### config.mk
export PLATFORM = sky130hd
export DESIGN_NAME = keypad_time_entry
export DESIGN_NICKNAME = d
export VERILOG_FILES = /design/src/rtl/keypad_time_entry.sv
export SDC_FILE = /design/constraint.sdc
export NUM_CORES = 1
export LEC_CHECK = 0
export CAP_MARGIN = 20
export CORE_AREA = 2 2 76 78
export DETAILED_ROUTE_END_ITERATION = 7
export DIE_AREA = 0 0 78 80
export GPL_TIMING_DRIVEN = 0
export PLACE_DENSITY = 0.66
export SLEW_MARGIN = 20
export SYNTH_ARGS = -nofsm -noshare
export SYNTH_HDL_FRONTEND = slang
export SYNTH_SLANG_ARGS = --single-unit
### constraint.sdc
create_clock -name CLK -period 1.5 [get_ports CLK]
set_input_delay 0.3 -clock CLK [delete_from_list [all_inputs] [get_ports CLK]]
set_output_delay 0.3 -clock CLK [all_outputs]
set_load 0.01 [all_outputs]
### src/rtl/keypad_time_entry.sv
// keypad_time_entry: collects keypad digits into a microwave-style MM:SS buffer
// and hands the buffer to the countdown timer with a one-cycle LOAD pulse on START.
// Optional feature macro: ENTRY_DEBOUNCE_EN adds a DEBOUNCE state that requires
// DEBOUNCE_CYCLES consecutive registered AI cycles before a press is accepted.
module keypad_time_entry #(
    parameter int unsigned DEBOUNCE_CYCLES = 4
) (
    input  logic        CLK,
    input  logic        RST,
    input  logic [3:0]  BCD,
    input  logic        AI,
    input  logic        ENTRY_EN,
    input  logic        START,
    input  logic        CLR,
    output logic [3:0]  MIN_TENS,
    output logic [3:0]  MIN_ONES,
    output logic [3:0]  SEC_TENS,
    output logic [3:0]  SEC_ONES,
    output logic [2:0]  DIGIT_CNT,
    output logic        LOAD,
    output logic [15:0] TIME_OUT
);

`ifdef ENTRY_DEBOUNCE_EN
    typedef enum logic [1:0] {
        StIdle        = 2'd0,
        StDebounce    = 2'd1,
        StWaitRelease = 2'd2
    } state_e;
`else
    typedef enum logic [1:0] {
        StIdle        = 2'd0,
        StWaitRelease = 2'd2
    } state_e;
`endif

    localparam logic [4:0] DebLimit = 5'(DEBOUNCE_CYCLES);

    state_e      state_q, state_d;
    logic        ai_q;
    logic [3:0]  bcd_q;
    logic        start_q;
    logic        start_prev_q;
    logic [3:0]  min_tens_q, min_ones_q, sec_tens_q, sec_ones_q;
    logic [2:0]  cnt_q;
    logic        load_q;
    logic [15:0] time_out_q;
    logic        accept;
    logic        start_rise;

`ifdef ENTRY_DEBOUNCE_EN
    logic [3:0]  deb_cnt_q, deb_cnt_d;
`else
    logic        unused_deb_limit;
    assign unused_deb_limit = ^DebLimit;
`endif

    assign start_rise = start_q & ~start_prev_q;

    // Press detection: next FSM state and the single-cycle accept strobe.
    always_comb begin
        state_d = state_q;
        accept  = 1'b0;
`ifdef ENTRY_DEBOUNCE_EN
        deb_cnt_d = deb_cnt_q;
`endif
        case (state_q)
            StIdle: begin
                if (ai_q) begin
                    if (ENTRY_EN) begin
`ifdef ENTRY_DEBOUNCE_EN
                        // This cycle already counts as the first high sample.
                        if (DebLimit <= 5'd1) begin
                            accept  = 1'b1;
                            state_d = StWaitRelease;
                        end else begin
                            deb_cnt_d = 4'd1;
                            state_d   = StDebounce;
                        end
`else
                        accept  = 1'b1;
                        state_d = StWaitRelease;
`endif
                    end else begin
                        state_d = StWaitRelease;
                    end
                end
            end
`ifdef ENTRY_DEBOUNCE_EN
            StDebounce: begin
                if (!ai_q || !ENTRY_EN) begin
                    state_d = StIdle;
                end else if (({1'b0, deb_cnt_q} + 5'd1) >= DebLimit) begin
                    accept  = 1'b1;
                    state_d = StWaitRelease;
                end else begin
                    deb_cnt_d = deb_cnt_q + 4'd1;
                end
            end
`endif
            StWaitRelease: begin
                if (!ai_q) begin
                    state_d = StIdle;
                end
            end
            default: state_d = StIdle;
        endcase
    end

    // Input registers, FSM state, entry buffer and load handshake.
    always_ff @(posedge CLK) begin
        if (RST) begin
            state_q      <= StIdle;
            ai_q         <= 1'b0;
            bcd_q        <= 4'd0;
            start_q      <= 1'b0;
            start_prev_q <= 1'b0;
            min_tens_q   <= 4'd0;
            min_ones_q   <= 4'd0;
            sec_tens_q   <= 4'd0;
            sec_ones_q   <= 4'd0;
            cnt_q        <= 3'd0;
            load_q       <= 1'b0;
            time_out_q   <= 16'd0;
`ifdef ENTRY_DEBOUNCE_EN
            deb_cnt_q    <= 4'd0;
`endif
        end else begin
            state_q      <= state_d;
            ai_q         <= AI;
            bcd_q        <= BCD;
            start_q      <= START;
            start_prev_q <= start_q;
            load_q       <= 1'b0;
`ifdef ENTRY_DEBOUNCE_EN
            deb_cnt_q    <= deb_cnt_d;
`endif
            // CLR beats START beats a key; a key lost here is not retried.
            if (CLR) begin
                min_tens_q <= 4'd0;
                min_ones_q <= 4'd0;
                sec_tens_q <= 4'd0;
                sec_ones_q <= 4'd0;
                cnt_q      <= 3'd0;
            end else if (start_rise) begin
                if (cnt_q != 3'd0) begin
                    time_out_q <= {min_tens_q, min_ones_q, sec_tens_q, sec_ones_q};
                    load_q     <= 1'b1;
                    min_tens_q <= 4'd0;
                    min_ones_q <= 4'd0;
                    sec_tens_q <= 4'd0;
                    sec_ones_q <= 4'd0;
                    cnt_q      <= 3'd0;
                end
            end else if (accept && (bcd_q <= 4'd9) && (cnt_q < 3'd4)) begin
                min_tens_q <= min_ones_q;
                min_ones_q <= sec_tens_q;
                sec_tens_q <= sec_ones_q;
                sec_ones_q <= bcd_q;
                cnt_q      <= cnt_q + 3'd1;
            end
        end
    end

    assign MIN_TENS  = min_tens_q;
    assign MIN_ONES  = min_ones_q;
    assign SEC_TENS  = sec_tens_q;
    assign SEC_ONES  = sec_ones_q;
    assign DIGIT_CNT = cnt_q;
    assign LOAD      = load_q;
    assign TIME_OUT  = time_out_q;

endmodule

# After elaboration in Yosys (flattened, before gate mapping)
# Index checks and enable logic that the tools add are counted.
# Widths: inputs -> output; s select.
# op_classes
div,0
shift,0
multipliers,0
bitwise_logic,4
n_reduce_logical,10
order_cmp,2
addsub,1
n_eq_ne,4
mux,19
# op_table
operator,n
$mux 4,9
$mux 3,3
$le 4x4->1 const B,1
$mux 1,4
$mux 2,2
$ne 2x2->1 const B,2
$pmux 2 s2,1
$reduce_and 2->1,2
$add 3x1->3 const B,1
$lt 3x3->1 const B,1
$not 1->1,3
$reduce_and 3->1,1
$reduce_bool 3->1,1
$reduce_or 3->1,1
$eq 2x2->1 const B,1
$logic_and 1x1->1,2
$logic_not 2->1,1
$ne 2x1->1 const B,1
$reduce_bool 2->1,1
$reduce_or 2->1,1
$and 1x1->1,1
# word_totals
latchBits,0
in_bits,10
romBits,0
n_memories,0
ramBits,0
register_bits,45

# Logic depth before layout (Yosys ltp)
# depth
ltp_word,7
mapped_depth,7

# Least setup slack after synthesis
# OpenSTA, ideal clock, no wires.
# synth_timing
path_kind,register to register
from,"reg cnt_q[0], in the netlist DIGIT_CNT[0]"
to,"reg time_out_q[10], in the netlist TIME_OUT[10]"
required_ps,1368
stages_incl_launch_ff,8
slack_ps,-36
t_arrival_ps,1404
path_cell_list,dfxtp_1 inv_1 ha_1 nor2b_1 buf_2 buf_1 o31ai_1 a21oi_1
# synth_between
elab_chain_len,2
# synth_rtl
item,line_no,rtl
"start, declared",45,logic [2:0] cnt_q;
"start signal, assigned",160,cnt_q <= cnt_q + 3'd1;
$reduce_bool 3->1,146,if (cnt_q != 3'd0) begin
$reduce_and 3->1 (no source line),--,
"end signal, assigned",147,"time_out_q <= {min_tens_q, min_ones_q, sec_tens_q, sec_ones_q};"
"end, declared",47,logic [15:0] time_out_q;
# Every way passes these cells.
# A chain may end at the register's enable or synchronous reset.

# Final worst setup path
# layout_timing
from,"reg time_out_q[0], in the netlist TIME_OUT[0]"
to,out TIME_OUT[0]
# layout_lines
item,line_no,rtl
"end, declared",21,output logic [15:0] TIME_OUT
# No word-level cell between the ends.

==> flow_summary_export.csv <==
group,metric,value,unit
outcome,status,"finished clean",
logic_synthesis,ys_ff_latch,44,
drt,wl,4.54,mm
critical_path,startpoint,"TIME_OUT[0]",
final_layout,antenna_cells,0,
global_routing,grt_pass1_vias,1483,
hold_path,hp-class,"primary input to register",
logic_synthesis,synth.yosys.seq_area_share,0.477,
critical_path,critPathLaunchType,"register",
drt,wire_per_inst,14.4,um
critical_path,cp_slowest_cell,"clkdlybuf4s50_1",
timing,worstMarginPinSlew,518,ps
clock_network,cts_buffers,5,
flow_run,maxCapViolCount,0,
timing,timing.final.crit_share,0.985,
critical_path,r2r_start,"DIGIT_CNT[0]",
floorplan,fp.dieW,78,um
global_routing,grt_pass1_wl,7.20,mm
drt,drc,0,
timing,finalClockSkew,7.40,ps
critical_path,r2r_cells,7,
final_layout,drive_above_1_share,0.152,
global_routing,grt_max_degree,13,
clock_network,htreeDepth,2,
floorplan,row_count,27,
logic_synthesis,ys_warn_count,0,
place,globalplace.congestion,0.759,
clock_network,cts.clk_slew.worst_paths,70,ps
final_layout,final_cell_count_no_fill,316,
final_layout,ff_latch_area,891,sq um
logic_synthesis,syn_inst,194,
clock_network,cts_tree,"yes",
logic_synthesis,syn_avg_cell_area,9.51,sq um
power_and_ir_drop,ir_drop,311,uV
place,placed_area,2370,sq um
drt,dr.pass1.iters,4,
critical_path,cp_top_family,"buffers and inverters",
clock_network,clk_latency,300,ps
final_layout,final_common_cell,"dfxtp_1",
drt,vias,1653,
timing,hold_viol,0,
timing,hold_slack,374,ps
final_layout,syn2layout_area_growth,36.1,%
global_routing,antenna_found_initial,0,
logic_synthesis,synth.distinct_cells,23,
critical_path,path_max_fanout,2,
critical_path,path_depth,1,
final_layout,postLayoutCellArea,2510,sq um
critical_path,path_cells,"clkdlybuf4s50_1",
timing,setup_violations,0,
logic_synthesis,syn-num-nets,206,
critical_path,critPathCaptureType,"output pin",
global_routing,overflow,0,
critical_path,cpPeakStageDelay,540,ps
floorplan,die_y,80,um
drt,drt_iter0_drc,87,
place,dpl.cell_count,309,
critical_path,reg2reg_slack,40,ps
power_and_ir_drop,power_density,812,nW/um^2
place,dpl.hpwl,3.12,mm
timing,max_freq,677,MHz
place,portBuffers,43,
critical_path,crit_buf_inv,1,
final_layout,multi_input_area,856,sq um
critical_path,arrival,1180,ps
timing,slew_viol_final,0,
floorplan,start_util,0.341,
timing,rsz0062_at_grt,"true",
critical_path,cp-endpoint,"TIME_OUT[0]",
clock_network,cts_root_buf,"clkbuf_8",
critical_path,worstSetupPathType,"register to output pin",
final_layout,final_cell_mix,"36 x dfxtp_1, 19 x dlygate4sd2_1, 18 x nand2_1, 18 x o211ai_1, 18 x mux2i_1",
power_and_ir_drop,p_leak,1.25,nW
clock_network,clock_tree.buffer_depth,2,
drt,ant_nets,0,
timing,period_needed,1480,ps
drt,vias_per_cell,5.23,
floorplan,core-area,5410,sq um
global_routing,grt_use_total,0.147,
floorplan,fp.dieArea,6240,sq um
floorplan,io_pins,46,
logic_synthesis,syn_area,1850,sq um
final_layout,finalNetCount,256,
critical_path,rr_endpoint,"TIME_OUT[5]",
final_layout,fillers,537,
clock_network,clock-sinks,44,
timing,relSlewSlack,0.655,
critical_path,required,1200,ps
==> layout make-up <==
class,count,area share
Inverter,3,0.00448
Multi-Input combinational cell,124,0.341
Timing Repair Buffer,44,0.178
Clock buffer,6,0.0289
Sequential cell,44,0.355
Clock inverter,1,0.00199
Buffer,22,0.0553
Tap cell,72,0.0359
==> worst register-to-register path: cells and delay by family, from the launching register on <==
family / cells / cell delay, ps
buffers and inverters: 3 / 370
flip-flops: 1 / 360
AO/OA/AOI/OAI: 2 / 290
adder cells (fa/ha/maj): 1 / 180
AND/OR/NAND/NOR: 1 / 130
==> layer usage <==
metal,vias up,routed length (um),track usage
met1,784,2060,0.185
met5,-,0,0
met4,0,98,0.0614
li1,811,-,-
met2,48,2120,0.230
met3,10,265,0.0475
==> report_power, final <==
part | switching [W] | internal [W]
logic | 0.0000977 | 0.0000561
clock network | 0.000383 | 0.000317
registers | 0.00000617 | 0.00118
total | 0.000487 | 0.00155
==> cells by family after synthesis <==
family | count (synthesis) | synth area share
buf+inv | 26 | 0.0698
compound gates | 53 | 0.192
fa+ha+maj | 2 | 0.0136
mux | 18 | 0.0976
flops | 44 | 0.477
simple gates | 51 | 0.150
==> flip-flops by register name, summed over array words and instances, names as in the netlist <==
register	count
start_q	1
SEC_TENS	4
TIME_OUT	16
bcd_q	4
state_q	1
start_prev_q	1
SEC_ONES	4
LOAD	1
DIGIT_CNT	3
ai_q	1
MIN_TENS	4
MIN_ONES	4
==> synth_stat cells <==
library cell / number / share of area
a21oi_1: 16 / 0.043
a41oi_1: 1 / 0.0047
and4bb_2: 1 / 0.0068
buf_1: 3 / 0.0061
buf_2: 7 / 0.019
buf_4: 2 / 0.0081
buf_6: 2 / 0.012
clkbuf_1: 9 / 0.018
dfxtp_1: 44 / 0.48
ha_1: 2 / 0.014
inv_1: 3 / 0.0061
mux2i_1: 18 / 0.098
nand2_1: 18 / 0.037
nand2b_1: 2 / 0.0068
nand3_1: 1 / 0.0027
nand4_1: 16 / 0.054
nor2_1: 1 / 0.0020
nor2_2: 1 / 0.0034
nor2b_1: 10 / 0.034
nor4_1: 1 / 0.0034
o211ai_1: 18 / 0.073
o21ai_0: 2 / 0.0054
o31ai_1: 16 / 0.065
==> how the worst min path moves through the flow <==
stage                        to  slack [ps]  startpoint  cells past startpoint
floorplan           SEC_ONES[0]         420    bcd_q[0]                      2
global placement    SEC_ONES[0]         430    bcd_q[0]                      2
detailed placement  SEC_ONES[0]         440    bcd_q[0]                      2
CTS                    bcd_q[1]         390         RST                      2
global route           bcd_q[2]         400         RST                      2
finish                 bcd_q[1]         370         RST                      2
==> metrics by stage <==
step | util | worst slack [ps] | total power (W) | setup TNS (ps)
after floorplan | - | 5.65 | 0.00131 | 0
after CTS | 0.453 | 8.93 | 0.00205 | 0
after global placement | 0.438 | -168 | 0.00136 | -3950
final | 0.465 | 22.2 | 0.00204 | 0
after global routing | 0.465 | -49.8 | 0.00213 | -254
after detailed placement | 0.438 | -178 | 0.00136 | -4290
==> what timing repair did <==
item | 4_1_cts | 5_1_grt
endpoints found under the setup margin | 49 | 33
setup buffers | 0 | 1
hold buffers | 0 | 0
pin swaps | 0 | 3
gates cloned | 0 | 0
gates resized for setup | 35 | 21
Power figures use the tool's default switching activity.
